**config.mk**
```make
export PLATFORM = sky130hd
export DESIGN_NAME = mdu_sequencer
export DESIGN_NICKNAME = d
export VERILOG_FILES = /design/src/rtl/mdu_pkg.sv /design/src/rtl/mdu_div_core.sv /design/src/rtl/mdu_sequencer.sv
export SDC_FILE = /design/constraint.sdc
export NUM_CORES = 2
export LEC_CHECK = 0
export BUFFER_PORTS_ARGS = -buffer_cell sky130_fd_sc_hd__buf_2
export CAP_MARGIN = 5
export CORE_ASPECT_RATIO = 2
export CORE_MARGIN = 5
export CORE_UTILIZATION = 45
export CTS_CLUSTER_DIAMETER = 200
export DETAILED_ROUTE_END_ITERATION = 8
export GPL_ROUTABILITY_DRIVEN = 0
export HOLD_SLACK_MARGIN = 0.12
export MAX_ROUTING_LAYER = met4
export SKIP_LAST_GASP = 1
export SLEW_MARGIN = 20
export SYNTH_ARGS = -nofsm -noshare
export SYNTH_HDL_FRONTEND = slang
export SYNTH_HIERARCHICAL = 1
export SYNTH_SLANG_ARGS = --single-unit
```
**constraint.sdc**
```tcl
create_clock -name CLK -period 21.2 [get_ports CLK]
set_clock_uncertainty 0.2 [all_clocks]
set_input_delay 1.06 -clock CLK [delete_from_list [all_inputs] [get_ports CLK]]
set_output_delay 1.06 -clock CLK [all_outputs]
set_load 0.005 [all_outputs]
```
**src/rtl/mdu_pkg.sv**
```systemverilog
// Shared constants for the RV32M multi-cycle multiply/divide sequencer:
// funct3 op codes, FSM state encoding, parameter bounds and special-case values.
package mdu_pkg;

  localparam logic [2:0] SEL_GROUP_MDU = 3'b001;

  localparam logic [2:0] F3_MUL    = 3'b000;
  localparam logic [2:0] F3_MULH   = 3'b001;
  localparam logic [2:0] F3_MULHSU = 3'b010;
  localparam logic [2:0] F3_MULHU  = 3'b011;
  localparam logic [2:0] F3_DIV    = 3'b100;
  localparam logic [2:0] F3_DIVU   = 3'b101;
  localparam logic [2:0] F3_REM    = 3'b110;
  localparam logic [2:0] F3_REMU   = 3'b111;

  typedef enum logic [1:0] {
    ST_IDLE,
    ST_MUL,
    ST_DIV,
    ST_FIX
  } state_t;

  localparam int MUL_STAGES_MIN = 1;
  localparam int MUL_STAGES_MAX = 4;
  localparam int DIV_STEPS      = 32;

  localparam logic [31:0] ALL_ONES   = 32'hFFFF_FFFF;
  localparam logic [31:0] SIGNED_MIN = 32'h8000_0000;

  function automatic logic is_div_op(input logic [2:0] f3);
    return f3 inside {F3_DIV, F3_DIVU, F3_REM, F3_REMU};
  endfunction

  function automatic logic is_rem_op(input logic [2:0] f3);
    return f3 inside {F3_REM, F3_REMU};
  endfunction

  function automatic logic [31:0] abs32(input logic [31:0] v);
    return v[31] ? -v : v;
  endfunction

endpackage

```
**src/rtl/mdu_div_core.sv**
```systemverilog
// Iterative restoring radix-2 divider on unsigned 32-bit operands; loaded by
// start, advances one quotient bit per step cycle.
module mdu_div_core (
  input  logic        CLK,
  input  logic        RESET,
  input  logic        start,
  input  logic        step,
  input  logic [31:0] dividend,
  input  logic [31:0] divisor,
  output logic [31:0] quotient,
  output logic [31:0] remainder
);

  logic [31:0] quo_q;
  logic [31:0] rem_q;
  logic [31:0] dsr_q;
  logic [32:0] shifted;
  logic [32:0] diff;

  // Partial remainder with the next dividend bit shifted in; a borrow out of
  // the trial subtraction means this quotient bit is 0 and nothing is restored.
  always_comb begin
    shifted = {rem_q, quo_q[31]};
    diff    = shifted - {1'b0, dsr_q};
  end

  // NOTE: registers update with <= so every read in this block sees the
  // pre-edge value, independent of statement order.
  always_ff @(posedge CLK) begin
    if (RESET) begin
      quo_q <= '0;
      rem_q <= '0;
      dsr_q <= '0;
    end else if (start) begin
      quo_q <= dividend;
      rem_q <= '0;
      dsr_q <= divisor;
    end else if (step) begin
      quo_q <= {quo_q[30:0], ~diff[32]};
      rem_q <= diff[32] ? shifted[31:0] : diff[31:0];
    end
  end

  assign quotient  = quo_q;
  assign remainder = rem_q;

endmodule

```
**src/rtl/mdu_sequencer.sv**
```systemverilog
// Multi-cycle RV32M multiply/divide controller with registered result and DONE pulse.
// Define MDU_DIV_EARLY_OUT_EN to short-cut divide-by-zero and signed overflow to FIX.
module mdu_sequencer
  import mdu_pkg::*;
#(
  parameter int MUL_STAGES = 2,
  parameter int XLEN       = 32
) (
  input  logic            CLK,
  input  logic            RESET,
  input  logic            START,
  input  logic [5:0]      SELECT,
  input  logic [XLEN-1:0] DATA1,
  input  logic [XLEN-1:0] DATA2,
  input  logic            FLUSH,
  output logic            BUSY,
  output logic            DONE,
  output logic [XLEN-1:0] RESULT
);

  if (MUL_STAGES < MUL_STAGES_MIN || MUL_STAGES > MUL_STAGES_MAX || XLEN != 32) begin : g_bad_params
    $error("mdu_sequencer: unsupported MUL_STAGES or XLEN");
  end

`ifdef MDU_DIV_EARLY_OUT_EN
  localparam logic EARLY_OUT = 1'b1;
`else
  localparam logic EARLY_OUT = 1'b0;
`endif

  state_t      state, state_next;
  logic [4:0]  cnt;
  logic [2:0]  op;
  logic [31:0] opa, opb;
  logic        q_neg, r_neg, div_zero, div_ovf, pend;
  logic        done_q;
  logic [31:0] result_q;

  logic        accept, legal, sel_div, sel_sdiv, zero_in, ovf_in, early;
  logic        div_start, div_step;
  logic [31:0] dividend_in, divisor_in, quotient, remainder;
  logic [63:0] a64, b64, prod;
  logic [31:0] mul_res, q_fix, r_fix, fix_res;

  // NOTE: every always_comb output gets a default first so no path can
  // leave it unassigned and infer a latch.
  always_comb begin
    legal       = SELECT[5:3] == SEL_GROUP_MDU;
    accept      = START && !FLUSH && state == ST_IDLE;
    sel_div     = is_div_op(SELECT[2:0]);
    sel_sdiv    = SELECT[2:0] inside {F3_DIV, F3_REM};
    zero_in     = DATA2 == '0;
    ovf_in      = sel_sdiv && DATA1 == SIGNED_MIN && DATA2 == ALL_ONES;
    early       = EARLY_OUT && (zero_in || ovf_in);
    dividend_in = sel_sdiv ? abs32(DATA1) : DATA1;
    divisor_in  = sel_sdiv ? abs32(DATA2) : DATA2;
    div_start   = accept && legal && sel_div;
  end

  always_comb begin
    state_next = state;
    div_step   = 1'b0;
    case (state)
      ST_IDLE: if (accept && legal) state_next = sel_div ? (early ? ST_FIX : ST_DIV) : ST_MUL;
      ST_MUL:  if (cnt == '0) state_next = ST_IDLE;
      ST_DIV: begin
        div_step = 1'b1;
        if (cnt == '0) state_next = ST_FIX;
      end
      ST_FIX:  if (cnt == '0) state_next = ST_IDLE;
      default: state_next = ST_IDLE;
    endcase
    if (FLUSH) state_next = ST_IDLE;
  end

  // 33x33 signed product, sign-extended to 64 bits; the low 64 bits are exact.
  always_comb begin
    a64     = {{32{opa[31] & (op inside {F3_MULH, F3_MULHSU})}}, opa};
    b64     = {{32{opb[31] & (op == F3_MULH)}}, opb};
    prod    = a64 * b64;
    mul_res = (op inside {F3_MULH, F3_MULHSU, F3_MULHU}) ? prod[63:32] : prod[31:0];
  end

  always_comb begin
    q_fix = q_neg ? -quotient : quotient;
    r_fix = r_neg ? -remainder : remainder;
    if (div_zero) begin
      q_fix = ALL_ONES;
      r_fix = opa;
    end else if (div_ovf) begin
      q_fix = SIGNED_MIN;
      r_fix = '0;
    end
    fix_res = is_rem_op(op) ? r_fix : q_fix;
  end

  mdu_div_core u_div (
    .CLK       (CLK),
    .RESET     (RESET),
    .start     (div_start),
    .step      (div_step),
    .dividend  (dividend_in),
    .divisor   (divisor_in),
    .quotient  (quotient),
    .remainder (remainder)
  );

  always_ff @(posedge CLK) begin
    if (RESET) state <= ST_IDLE;
    else       state <= state_next;
  end

  always_ff @(posedge CLK) begin
    if (RESET) begin
      cnt      <= '0;
      op       <= '0;
      opa      <= '0;
      opb      <= '0;
      q_neg    <= 1'b0;
      r_neg    <= 1'b0;
      div_zero <= 1'b0;
      div_ovf  <= 1'b0;
      pend     <= 1'b0;
      done_q   <= 1'b0;
      result_q <= '0;
    end else if (FLUSH) begin
      cnt    <= '0;
      pend   <= 1'b0;
      done_q <= 1'b0;
    end else begin
      done_q <= 1'b0;
      pend   <= 1'b0;
      // An illegal SELECT completes one edge after it is seen, without BUSY.
      if (pend) begin
        result_q <= '0;
        done_q   <= 1'b1;
      end
      case (state)
        ST_IDLE: begin
          if (accept && !legal) begin
            pend <= 1'b1;
          end else if (accept) begin
            op       <= SELECT[2:0];
            opa      <= DATA1;
            opb      <= DATA2;
            q_neg    <= sel_sdiv && (DATA1[31] ^ DATA2[31]);
            r_neg    <= sel_sdiv && DATA1[31];
            div_zero <= sel_div && zero_in;
            div_ovf  <= sel_div && ovf_in;
            if (!sel_div)  cnt <= 5'(MUL_STAGES - 1);
            else if (early) cnt <= 5'd1;
            else            cnt <= 5'(DIV_STEPS - 1);
          end
        end
        ST_MUL: begin
          if (cnt == '0) begin
            result_q <= mul_res;
            done_q   <= 1'b1;
          end else begin
            cnt <= cnt - 5'd1;
          end
        end
        ST_DIV: if (cnt != '0) cnt <= cnt - 5'd1;
        ST_FIX: begin
          if (cnt == '0) begin
            result_q <= fix_res;
            done_q   <= 1'b1;
          end else begin
            cnt <= cnt - 5'd1;
          end
        end
        default: cnt <= '0;
      endcase
    end
  end

  assign BUSY   = state != ST_IDLE;
  assign DONE   = done_q;
  assign RESULT = result_q;

endmodule

```
==> metrics.txt <==
unrepaired setup endpoints after global routing=false; num rows=between 150 and 200; TritonCTS buffer count=20; DRC=0; worst reg2reg path startpoint=op[2]$_SDFFE_PP0P_; Total Routing Usage GR=29.4%; hold path depth=2; max-slew violations=0; # resized after CTS=0; synth unique cells=around 110; Async SR Flop Fraction=0%; most frequent cells in the layout=inv_1 (1233), fa_1 (1125), nand2_1 (1102); TritonCTS clock tree=yes; Initial Utilization=between 40% and 50%; flops & latches, synth=approximately 210; Netlist Area Pre-Place=roughly 0.053 mm^2; flop2flop setup slack=roughly 11000 ps; P&R area growth vs syn=4.03%; clk root buf=clkbuf_16; commonest non-fill, non-tap cell in the layout=inv_1; Int Power=approximately 660 uW; crit-path max FO=31; fillcell total=approximately 12000; Syn Nets=a little under 8000; Reg2Reg Depth=29; via/cell ratio=5.66; Leak Pwr=~25 nW; switching part of the total=around a third; Hold Worst Slack=between 200 and 300 ps; Post-DP HPWL=~150000 um; minimum clock period=between 9000 and 10000 ps; DR pass1 iterations=6; Post-synth EDFFs=0; max frequency=slightly above 100 MHz; WS Path Type=reg -> reg; slowest cell on the critical path=fa_2; pin count of the biggest net entering global routing=75; htree depth=1; Worst Path Arrival=10040 ps; Setup TNS=0 ps; count of endpoints failing hold in the final timing report=0; Reg area=0.00418 mm^2; Worst setup EP type=register; I/O pins=around 110; number of port buffers=107; fin crit share=between 40% and 50%; CP peak stage delay=approximately 690 ps; Worst Hold Launch=opb[27]$_SDFFE_PP0P_; Ys Warns=6; initial antenna violation count=12; Final Routed Wirelength=~180000 um; clk sink count=approximately 210; Worst Hold Class=reg -> reg; status=finished clean; die area=~0.13 mm^2; Combinational Power Share=roughly 17%; DR iter-0 viols=about 2700; total of max-cap violations=0; Seq pwr share=between 40 and 50%; total gr overflow=0; clk slew on worst S/H paths=around 80 ps; post-route ant nets=0; syn avg cell area=between 8 and 9 um^2; Worst Hold Path EP=opb[27]$_SDFFE_PP0P_; Post-CTS Setup Inserts=0; first-pass GRT wire length=roughly 270000 um; worst endpoint required time=between 20000 and 25000 ps; core area=~0.12 mm^2; vias in the first global route=47688; area taken by multi-input logic gates=between 0.04 and 0.05 mm^2; worst path buffer plus inverter count=8; Main synth FF type=dfxtp_1; Slew @ Worst Pin=1060 ps; Psw=roughly 320 uW; Die H=between 400 and 500 um; Worst path top cell family by delay=adder cells; die outline width=253 um; Worst Setup Start Kind=register; worst reg2reg endpoint=RESULT[30]$_SDFFE_PP0N_; CTS Hold Bufs=0; Worst-Skew Late Latency=~580 ps; via count=between 40000 and 50000; Final setup viols=0; Final #Nets=7576; Post-Syn Instances=between 6000 and 7000; Clock Tree Buf Depth=3; share of layout cells above drive strength 1=under 10%; Peak VDD IR=roughly 0.076 mV; clock power share=41.7%; Seq/Total Area, Yosys=under 10%; Slew HR=between 20% and 30%; PwrDens=roughly 18 mW/mm^2; Routed WL per cell=between 20 and 25 um
-- worst reg2reg max path, delay by kind of cell, from the launching register on --
kind            cells  cell delay (ps)
fa+ha+maj           9             4890
buf+inv             8             1370
simple gates        6             1230
compound gates      5             1110
flops               1              640
mux                 1              260
-- per-layer routing --
metal	global-route usage, %	up-vias	wire length [um]
met3	2.47	825	7730
met5	-	-	0
met1	26.6	22119	52800
li1	-	18868	-
met2	55.4	1646	98300
met4	23.0	0	18900
-- stage by stage --
stage / util, % / instances / worst slack, ps / cell area [um^2] / power [mW]
final: 47.1 / 7675 / 11460 / 55200 / 0.980
after global routing: 47.1 / 7675 / 10920 / 55200 / 1.01
after CTS: 47.0 / 7670 / 11310 / 55200 / 0.981
after detailed placement: 46.4 / 7634 / 11290 / 54500 / 0.575
after global placement: 46.4 / 7634 / 11420 / 54500 / 0.574
after floorplan: - / 6328 / 12210 / 53100 / 0.511
-- flip-flops by register name, summed over array words and instances, names as in the netlist, 2 cells and up --
signal           count
RESULT              32
cnt                  5
op                   3
opa                 32
opb                 32
state                2
u_div/dsr_q         32
u_div/quotient      32
u_div/remainder     32
-- cells in the mapped netlist (10+ instances only) --
cell type,instances,area share [%]
a211oi_1,19,0.27
a21o_1,39,0.55
a21oi_1,286,2.7
a311oi_1,13,0.21
a31oi_1,33,0.39
and2_1,319,3.8
buf_2,10,0.094
buf_6,11,0.23
clkbuf_1,374,2.6
dfxtp_1,208,7.8
fa_1,1126,42
ha_1,250,5.9
inv_1,1233,8.7
mux2i_1,75,1.4
nand2_1,1102,7.8
nand2b_1,23,0.27
nand3_1,35,0.33
nand4_1,32,0.38
nor2_1,281,2.0
nor2b_1,19,0.22
nor3_1,58,0.55
nor4_1,16,0.19
o211ai_1,34,0.48
o21a_1,12,0.17
o21ai_0,170,1.6
o21bai_1,21,0.30
o221ai_1,12,0.20
o22ai_1,11,0.13
o31ai_1,27,0.38
o41ai_1,20,0.33
or3_1,33,0.39
or4_1,11,0.16
xnor2_1,120,2.0
xor2_1,86,1.4
-- worst max path at each step --
stage	cells after the start	to	slack, ps	start
global route	29	RESULT[30]$_SDFFE_PP0N_	10920	op[2]$_SDFFE_PP0P_
floorplan	30	RESULT[30]$_SDFFE_PP0N_	12210	op[1]$_SDFFE_PP0P_
CTS	29	RESULT[30]$_SDFFE_PP0N_	11310	op[2]$_SDFFE_PP0P_
global placement	30	RESULT[30]$_SDFFE_PP0N_	11420	op[1]$_SDFFE_PP0P_
finish	29	RESULT[30]$_SDFFE_PP0N_	11460	op[2]$_SDFFE_PP0P_
detailed placement	29	RESULT[30]$_SDFFE_PP0N_	11290	op[2]$_SDFFE_PP0P_
-- final cells by class --
cell class | instances | share of cell area, %
flip-flops and latches | 208 | 7.57
multi-input cells | 4478 | 77.2
well taps | 1530 | 3.47
repair buffers | 185 | 2.03
clock inverters | 14 | 0.319
inverters | 1233 | 8.38
diodes | 5 | 0.0227
clock buffers | 22 | 0.956
-- power by group through the flow --
stage / logic, mW / registers (mW) / clock network, mW
5_1_grt: 0.178 / 0.403 / 0.425
6_report: 0.169 / 0.402 / 0.409
3_3_place_gp: 0.163 / 0.411 / 0
3_5_place_dp: 0.164 / 0.411 / 0
4_1_cts: 0.165 / 0.402 / 0.414
2_1_floorplan: 0.106 / 0.405 / 0
-- cells by family after synthesis --
| family | share of synthesized area, % |
|---|---|
| xor gates and xnor gates | 3.46 |
| AOI/OAI and AO/OA | 9.97 |
| adders and majority gates | 48.3 |
| buffers and inverters | 11.9 |
| and+or+nand+nor | 17.0 |
| muxes | 1.48 |
| DFF | 7.84 |
No activity file was read; power rests on OpenSTA's default activity.
